## src/rtl/axi2per_req_sched.sv

```systemverilog
// ---------------------------------------------------------------------------
// axi2per_req_sched
//
// Request scheduler for the AXI-to-peripheral bridge. Picks one AXI read
// (AR) or write (AW+W together) request, turns it into a single 32-bit
// peripheral access and hands the control fields to the response channel.
// Only one access is ever outstanding. The next request is accepted only
// after the response channel reports trans_done_i.
//
// Optional feature macro: AXI2PER_SCHED_RR_EN
//   defined   : round-robin between reads and writes (prio_q)
//   undefined : fixed priority, reads always win
//
// Ports
//   clk_i, rst_i               clock, async active-high reset
//   axi_slave_ar_*             AR channel (valid/ready/addr/id)
//   axi_slave_aw_*             AW channel (valid/ready/addr/id/atop)
//   axi_slave_w_*              W channel  (valid/ready/data/strb)
//   per_master_*               peripheral request port (req/gnt/add/we/...)
//   trans_*_o                  control handed to the response channel
//   trans_r_valid_i            response channel presenting B/R (info only)
//   trans_done_i               final AXI response handshake done
//   busy_o                     scheduler not idle
// ---------------------------------------------------------------------------
module axi2per_req_sched #(
    parameter int AXI_ADDR_WIDTH = 32,
    parameter int AXI_DATA_WIDTH = 64,
    parameter int AXI_ID_WIDTH   = 3,
    parameter int PER_ADDR_WIDTH = 32
) (
    input  logic                      clk_i,
    input  logic                      rst_i,
    // AR
    input  logic                      axi_slave_ar_valid_i,
    output logic                      axi_slave_ar_ready_o,
    input  logic [AXI_ADDR_WIDTH-1:0] axi_slave_ar_addr_i,
    input  logic [AXI_ID_WIDTH-1:0]   axi_slave_ar_id_i,
    // AW
    input  logic                      axi_slave_aw_valid_i,
    output logic                      axi_slave_aw_ready_o,
    input  logic [AXI_ADDR_WIDTH-1:0] axi_slave_aw_addr_i,
    input  logic [AXI_ID_WIDTH-1:0]   axi_slave_aw_id_i,
    input  logic [5:0]                axi_slave_aw_atop_i,
    // W
    input  logic                      axi_slave_w_valid_i,
    output logic                      axi_slave_w_ready_o,
    input  logic [AXI_DATA_WIDTH-1:0] axi_slave_w_data_i,
    input  logic [7:0]                axi_slave_w_strb_i,
    // peripheral master
    output logic                      per_master_req_o,
    output logic [PER_ADDR_WIDTH-1:0] per_master_add_o,
    output logic                      per_master_we_o,
    output logic [31:0]               per_master_wdata_o,
    output logic [3:0]                per_master_be_o,
    output logic [5:0]                per_master_atop_o,
    input  logic                      per_master_gnt_i,
    // response channel control
    output logic                      trans_req_o,
    output logic                      trans_we_o,
    output logic                      trans_atop_r_o,
    output logic [AXI_ID_WIDTH-1:0]   trans_id_o,
    output logic [AXI_ADDR_WIDTH-1:0] trans_add_o,
    input  logic                      trans_r_valid_i,
    input  logic                      trans_done_i,
    output logic                      busy_o
);

    typedef enum logic [1:0] {S_IDLE, S_REQ, S_WAIT} state_t;

    state_t                    r_state;
    logic                      r_req;
    logic                      r_we;
    logic [AXI_ADDR_WIDTH-1:0] r_addr;
    logic [AXI_ID_WIDTH-1:0]   r_id;
    logic [5:0]                r_atop;
    logic [31:0]               r_wdata;
    logic [3:0]                r_be;

    logic w_rd_cand, w_wr_cand, w_idle, w_sel_rd, w_sel_wr, w_hi;

    assign w_rd_cand = axi_slave_ar_valid_i;
    assign w_wr_cand = axi_slave_aw_valid_i & axi_slave_w_valid_i;
    // Readies are combinational; gate them with reset so every output is 0
    // while rst_i is held even if the masters keep valid asserted.
    assign w_idle    = (r_state == S_IDLE) & ~rst_i;

`ifdef AXI2PER_SCHED_RR_EN
    logic r_prio;  // 0: read first, 1: write first
    assign w_sel_rd = w_rd_cand & (~w_wr_cand | ~r_prio);
`else
    assign w_sel_rd = w_rd_cand;
`endif
    assign w_sel_wr = w_wr_cand & ~w_sel_rd;

    // 32-bit lane of the 64-bit W beat is chosen by addr[2]
    assign w_hi = axi_slave_aw_addr_i[2];

    assign axi_slave_ar_ready_o = w_idle & w_sel_rd;
    assign axi_slave_aw_ready_o = w_idle & w_sel_wr;
    assign axi_slave_w_ready_o  = w_idle & w_sel_wr;

    always_ff @(posedge clk_i or posedge rst_i) begin
        if (rst_i) begin
            r_state <= S_IDLE;
            r_req   <= 1'b0;
            r_we    <= 1'b0;
            r_addr  <= '0;
            r_id    <= '0;
            r_atop  <= '0;
            r_wdata <= '0;
            r_be    <= '0;
`ifdef AXI2PER_SCHED_RR_EN
            r_prio  <= 1'b0;
`endif
        end else begin
            case (r_state)
                S_IDLE: begin
                    if (w_sel_rd) begin
                        r_we    <= 1'b1;
                        r_addr  <= axi_slave_ar_addr_i;
                        r_id    <= axi_slave_ar_id_i;
                        r_atop  <= '0;
                        r_wdata <= '0;
                        r_be    <= 4'hF;
                        r_req   <= 1'b1;
                        r_state <= S_REQ;
                    end else if (w_sel_wr) begin
                        r_we    <= 1'b0;
                        r_addr  <= axi_slave_aw_addr_i;
                        r_id    <= axi_slave_aw_id_i;
                        r_atop  <= axi_slave_aw_atop_i;
                        r_wdata <= w_hi ? axi_slave_w_data_i[63:32] : axi_slave_w_data_i[31:0];
                        r_be    <= w_hi ? axi_slave_w_strb_i[7:4]   : axi_slave_w_strb_i[3:0];
                        r_req   <= 1'b1;
                        r_state <= S_REQ;
                    end
                end
                S_REQ: begin
                    if (per_master_gnt_i) begin
                        r_req   <= 1'b0;
                        r_state <= S_WAIT;
                    end
                end
                S_WAIT: begin
                    if (trans_done_i) begin
                        r_state <= S_IDLE;
`ifdef AXI2PER_SCHED_RR_EN
                        // favour the class that was not just served
                        r_prio  <= r_we;
`endif
                    end
                end
                default: r_state <= S_IDLE;
            endcase
        end
    end

    assign per_master_req_o   = r_req;
    assign per_master_add_o   = r_addr[PER_ADDR_WIDTH-1:0];
    assign per_master_we_o    = r_we;
    assign per_master_wdata_o = r_wdata;
    assign per_master_be_o    = r_be;
    assign per_master_atop_o  = r_atop;

    // Pulse coincides with the grant handshake; r_req drops right after it.
    assign trans_req_o    = r_req & per_master_gnt_i;
    assign trans_we_o     = r_we;
    assign trans_atop_r_o = r_atop[5];
    assign trans_id_o     = r_id;
    assign trans_add_o    = r_addr;

    assign busy_o = (r_state != S_IDLE);

`ifndef SYNTHESIS
    // The response channel can only present B/R after the access was granted.
    always @(posedge clk_i) begin
        if (!rst_i && r_state != S_WAIT)
            assert (!trans_r_valid_i)
                else $error("trans_r_valid_i high outside Wait state");
    end
`endif

endmodule

```

## config.mk

```make
export PLATFORM = sky130hd
export DESIGN_NAME = axi2per_req_sched
export DESIGN_NICKNAME = d
export VERILOG_FILES = /design/src/rtl/axi2per_req_sched.sv
export SDC_FILE = /design/constraint.sdc
export NUM_CORES = 1
export LEC_CHECK = 0
export BUFFER_PORTS_ARGS = -buffer_cell sky130_fd_sc_hd__buf_2
export CORE_ASPECT_RATIO = 0.5
export CORE_MARGIN = 2
export CORE_UTILIZATION = 35
export CTS_BUF_LIST = sky130_fd_sc_hd__clkbuf_4
export CTS_CLUSTER_SIZE = 14
export DETAILED_ROUTE_END_ITERATION = 10
export GPL_TIMING_DRIVEN = 1
export PLACE_DENSITY = 0.68
export RECOVER_POWER = 100
export SYNTH_ARGS = -nofsm -noshare
export SYNTH_HDL_FRONTEND = slang
export SYNTH_SLANG_ARGS = --single-unit
```

## constraint.sdc

```tcl
create_clock -name clk_i -period 5.34 [get_ports clk_i]
set_clock_uncertainty 0.05 [all_clocks]
set_input_delay 0.267 -clock clk_i [delete_from_list [all_inputs] [get_ports clk_i]]
set_output_delay 0.267 -clock clk_i [all_outputs]
set_load 0.01 [all_outputs]
```

==> results of run 1 <==
-- area by class of cell --
class,count,area share
inverters,2,0.00160
clock inverters,1,0.000684
clock buffers,14,0.0192
flip-flops and latches,81,0.370
well taps,165,0.0376
repair buffers,284,0.240
multi-input cells,197,0.332
-- per-layer routing --
layer  routed length [um]  global-route usage  up-vias
met1                 3920               0.157     1724
li1                     -                   -     1613
met3                  427              0.0370       11
met4                  106              0.0405        0
met2                 5950               0.292       75
met5                    0                   0        -
-- through the flow --
step / util / cell area, um2 / cells / setup slack [ns] / hold WS [ns]
CTS: 0.476 / 5650 / 744 / 3.19 / 0.0683
global placement: 0.460 / 5460 / 721 / 3.35 / 0.410
global route: 0.462 / 5490 / 744 / 2.14 / 0.0790
finish: 0.462 / 5490 / 744 / 2.39 / 0.105
floorplan: - / 4280 / 336 / 2.65 / 0.324
detailed placement: 0.460 / 5460 / 721 / 3.33 / 0.421
-- worst paths after layout --
path / start / endpoint / slack, ns / depth (start not counted)
worst max-delay path: r_state[0] / per_master_add_o[19] / 2.39 / 3
worst min-delay path: axi_slave_w_strb_i[1] / per_master_be_o[1] / 0.11 / 3
worst max register to register: r_state[0] / per_master_add_o[19] / 2.39 / 3
worst min register to register: per_master_wdata_o[0] / per_master_wdata_o[0] / 0.45 / 1
max in group asynchronous: rst_i / per_master_add_o[3] / 4.43 / 3
min in group asynchronous: rst_i / trans_id_o[1] / 0.13 / 3
-- what timing repair did --
item / in CTS / in global routing
gates resized for setup: 0 / 0
hold endpoints to repair: 8 / 0
hold buffers: 8 / 0
-- registers in the layout (all words and copies together), names as in the netlist --
name,count
per_master_atop_o,6
per_master_req_o,1
per_master_add_o,32
per_master_we_o,1
per_master_wdata_o,32
r_state,2
per_master_be_o,4
trans_id_o,3
-- placed cells by master, fill, tap and decap left out, types with 2 or more instances in the layout --
cell type	instances
buf_4	2
mux2i_1	36
nand2b_1	3
nor2_1	33
mux2_1	5
buf_2	153
a2bb2oi_1	4
mux2_2	97
a22o_1	7
clkbuf_4	14
clkbuf_1	121
nand2_1	2
o21ai_0	2
dfrtp_1	81
dlygate4sd3_1	8
nor3_1	2
-- logic make-up (layout without fill, tap and decap cells) --
| kind of cell | after synthesis | in the layout | share of synthesized area |
|---|---|---|---|
| flops | 81 | 81 | 0.473 |
| simple gates | 45 | 45 | 0.0482 |
| compound gates | 14 | 14 | 0.0269 |
| buf+inv | 58 | 301 | 0.0993 |
| mux | 138 | 138 | 0.352 |
-- power breakdown --
part	internal [W]	switching, W
clock network	0.000119	0.000192
logic	0.000538	0.000599
registers	0.000878	0.000172
total	0.00153	0.000964
-- worst reg2reg max path: cells and delay by family (launching register included) --
kind | cells | cell delay (ns)
muxes | 1 | 0.48
DFF | 1 | 0.43
and+or+nand+nor | 1 | 0.24
buffers and inverters | 1 | 1.64
==> impl_metrics.json, run 1 <==
{
  "netlist.top_cell.by_area": "dfrtp_1",
  "yosys-top-cells-count": "mux2_2, dfrtp_1, buf_4, mux2i_1, nor2_1",
  "cp_cell_sequence": "nor3_1 > clkbuf_1 > mux2_2",
  "clock_sinks": 81,
  "finalSetupViolations": 0,
  "vias_per_cell": 4.60,
  "fmax_mhz": 339,
  "period_minus_slack_ns": 2.95,
  "area_growth_syn_to_layout_pct": 28.1,
  "synth_edf_count": 0,
  "fp-row-count": 28,
  "path_buf_inv": 1,
  "wl_per_cell_um": 14.0,
  "fp.dieH_um": 82.2,
  "portBuffers": 272,
  "peakVddDrop_mv": 0.167,
  "dieArea_um2": 13200,
  "worstSetupPathType": "reg -> reg",
  "antenna_found_initial": 0,
  "critical_path.max_stage_delay_ns": 1.64,
  "drt-total-wl_mm": 10.4,
  "grt_pass1_wl_mm": 15.2,
  "synth-async-reset-ratio": 1.00,
  "hold_path.class": "in -> reg",
  "cts.clk_slew.worst_paths_ns": 0.11,
  "synth_ff_type": "dfrtp_1",
  "syn_inst": 336,
  "critPathArrivalTime_ns": 3.20,
  "power.leakage_nw": 2.62,
  "slowest_stage": "clkbuf_1",
  "layout-drive-gt1-share": 0.463,
  "cp-start-kind": "flop",
  "clk_latency_ns": 0.42,
  "hold_violations": 0,
  "yosys_warnings": 0,
  "power_w": 0.00250,
  "yosysTopAreaCellShare": 0.473,
  "synth_area_per_cell_um2": 12.7,
  "io_pins": 274,
  "crit_required_ns": 5.60,
  "drt_iter0_markers": 62,
  "powerDensity_nw_per_um2": 456,
  "drc": 0,
  "initial_core_util": 0.361,
  "slew-limit-headroom": -0.503,
  "synth.cell_area_um2": 4280,
  "first_pass_iters": 4,
  "grt_max_degree": 83,
  "synthesis.nets": 492,
  "seqCellArea_um2": 2030,
  "critPathCaptureType": "flop",
  "yosysMostFrequentCell": "mux2_2",
  "finalMaxSlewViolations": 73,
  "clk_path_buf_depth": 2,
  "outcome": "complete, but fails checks",
  "vias": 3423,
  "nets": 731,
  "cpLargestDelayFamily": "buffers and inverters",
  "yosysSeqAreaShare": 0.473,
  "cts_made_buffers": 9,
  "die_x_um": 160,
  "globalplace.congestion": 0.730,
  "ys_types": 23,
  "grt_pass1_vias": 3284,
  "timing.final.crit_share": 0.552,
  "overflow": 0,
  "synth-seq-cells": 81,
  "htree_num_levels": 3,
  "fin_setup_tns_ns": 0,
  "core_um2": 11900,
  "antenna_left": 0,
  "synth.area.top_cells": "dfrtp_1, mux2_2, mux2i_1, buf_4, nor2_1",
  "multi_input_area_um2": 1820,
  "fill_cells": 1238,
  "num_antenna_cells": 0,
  "root_buffer": "clkbuf_4",
  "violations": "capacitance limit, slew limit",
  "worst_pin_slew_ns": 2.25,
  "gr-usage-all-layers": 0.146,
  "cts_tree": "yes",
  "worst-path-max-fanout": 41,
  "rsz0062_at_grt": "no",
  "place.detailed.hpwl_mm": 7.66,
  "drv_cap": 2,
  "post-cts-setup-buffers": 0
}
Power figures use the tool's default switching activity.
==> run 2, diff against run 1 <==
--- a/config.mk
+++ b/config.mk
@@ -13,7 +13,7 @@
 export CTS_CLUSTER_SIZE = 14
 export DETAILED_ROUTE_END_ITERATION = 10
 export GPL_TIMING_DRIVEN = 1
-export PLACE_DENSITY = 0.68
+export PLACE_DENSITY = 0.71
 export RECOVER_POWER = 100
 export SYNTH_ARGS = -nofsm -noshare
 export SYNTH_HDL_FRONTEND = slang
==> constraint.sdc (replaced) <==
create_clock -name clk_i -period 2.66 [get_ports clk_i]
set_clock_uncertainty 0.05 [all_clocks]
set_input_delay 0.133 -clock clk_i [delete_from_list [all_inputs] [get_ports clk_i]]
set_output_delay 0.133 -clock clk_i [all_outputs]
set_load 0.01 [all_outputs]
==> impl_metrics.json, run 2 (synthesis results as in run 1) <==
{
  "outcome": "complete, but fails checks",
  "violations": "capacitance limit, slew limit",
  "gr-usage-all-layers": 0.172,
  "fill_cells": 1115,
  "drt-total-wl_mm": 12.3,
  "rsz0062_at_grt": "no",
  "core_um2": 11900,
  "clock_sinks": 81,
  "crit_required_ns": 2.92,
  "place.detailed.hpwl_mm": 7.99,
  "cts_made_buffers": 9,
  "hold_path.class": "in -> reg",
  "antenna_found_initial": 0,
  "vias_per_cell": 4.53,
  "hold_violations": 0,
  "peakVddDrop_mv": 0.292,
  "critPathCaptureType": "flop",
  "critical_path.max_stage_delay_ns": 0.80,
  "clk_path_buf_depth": 2,
  "cp-start-kind": "flop",
  "finalMaxSlewViolations": 82,
  "root_buffer": "clkbuf_4",
  "met1_usage": 0.184,
  "first_pass_iters": 4,
  "fin_setup_tns_ns": 0,
  "portBuffers": 272,
  "htree_num_levels": 3,
  "grt_max_degree": 82,
  "use_met2": 0.342,
  "fp-row-count": 28,
  "period_minus_slack_ns": 2.07,
  "timing.final.crit_share": 0.777,
  "antenna_left": 0,
  "met3_usage": 0.0410,
  "fmax_mhz": 484,
  "finalSetupViolations": 0,
  "drc": 0,
  "overflow": 0,
  "fp.dieH_um": 82.2,
  "grt_pass1_vias": 3773,
  "place_ws_ns": 0.927,
  "dieArea_um2": 13200,
  "fin_ws_ns": 0.594,
  "critPathArrivalTime_ns": 2.33,
  "slew-limit-headroom": -0.383,
  "slowest_stage": "clkbuf_2",
  "cts_tree": "yes",
  "wl_per_cell_um": 14.8,
  "worst_pin_slew_ns": 2.07,
  "area_growth_syn_to_layout_pct": 47.7,
  "vias": 3764,
  "die_x_um": 160,
  "io_pins": 274,
  "layout-drive-gt1-share": 0.411,
  "grt_pass1_wl_mm": 17.9,
  "cts.clk_slew.worst_paths_ns": 0.12,
  "drt_iter0_markers": 116,
  "cp_cell_sequence": "nor3_1 > clkbuf_2 > mux2_2",
  "powerDensity_nw_per_um2": 817,
  "layout_commonest_cell": "buf_2",
  "worstSetupPathType": "reg -> reg",
  "final_cell_mix": "buf_2, clkbuf_1, mux2_2",
  "initial_core_util": 0.361,
  "power.leakage_nw": 2.98,
  "clk_latency_ns": 0.42,
  "worst-path-max-fanout": 39,
  "top_usage_layer": "met2",
  "num_antenna_cells": 0,
  "nets": 816,
  "drv_cap": 1,
  "globalplace.congestion": 0.736
}
## run 2: changes by cell type in the layout (fill, tap and decap cells not counted), sizes merged
cell         before  now
clkinv            1    5
dlygate4sd3       8   90
buf             155  157
clkbuf          135  133
## run 2: critical path: cells and delay by family (launching register included)
kind / cells / cell delay [ns]
buffers and inverters: 1 / 0.80
flip-flops: 1 / 0.43
multiplexers: 1 / 0.42
AND/OR/NAND/NOR: 1 / 0.24
## run 2: worst paths after layout
check | startpoint | endpoint | slack [ns] | depth (start not counted)
max in group asynchronous | rst_i | per_master_wdata_o[16] | 0.91 | 3
worst max register to register | r_state[0] | per_master_add_o[12] | 0.59 | 3
worst min register to register | per_master_wdata_o[0] | per_master_wdata_o[0] | 0.46 | 1
min in group asynchronous | rst_i | per_master_we_o | 0.43 | 3
worst max-delay path | r_state[0] | per_master_add_o[12] | 0.59 | 3
worst min-delay path | axi_slave_w_data_i[37] | per_master_wdata_o[5] | 0.03 | 4
## run 2: metrics by stage
| step | cell area [um2] | cells | hold slack (ns) | util | total power, W |
|---|---|---|---|---|---|
| final | 6320 | 830 | 0.0261 | 0.533 | 0.00517 |
| after global routing | 6320 | 830 | 0.00135 | 0.533 | 0.00553 |
| after CTS | 6470 | 828 | 0.000209 | 0.545 | 0.00541 |
| after detailed placement | 5490 | 724 | 0.300 | 0.462 | 0.00464 |
| after global placement | 5490 | 724 | 0.275 | 0.462 | 0.00458 |
| after floorplan | 4280 | 336 | 0.190 | - | 0.00394 |
## run 2: power breakdown
| group | internal [W] | switching, W |
|---|---|---|
| Combinational | 0.00116 | 0.00127 |
| Sequential | 0.00176 | 0.000351 |
| Clock | 0.000203 | 0.000410 |
## run 2: layer usage
| metal | wire length, um | vias up |
|---|---|---|
| met5 | 0 | - |
| met4 | 254 | 0 |
| met3 | 458 | 24 |
| met2 | 6900 | 93 |
| met1 | 4650 | 1856 |
| li1 | - | 1791 |
## run 2: what timing repair did
action	in CTS	in global routing
hold buffers	88	2
resized for setup	0	0
endpoints found under the hold margin	54	2
endpoints found under the setup margin	0	0
buffers inserted	0	0
## run 2: cell type report
cell class                      instances  area, um2  area share
Timing Repair Buffer                  369       2160       0.341
Clock inverter                          5       22.5     0.00356
Tap cell                              165        206      0.0326
Sequential cell                        81       2030       0.320
Inverter                                2       8.76     0.00138
Clock buffer                           11       82.6      0.0131
Multi-Input combinational cell        197       1820       0.288
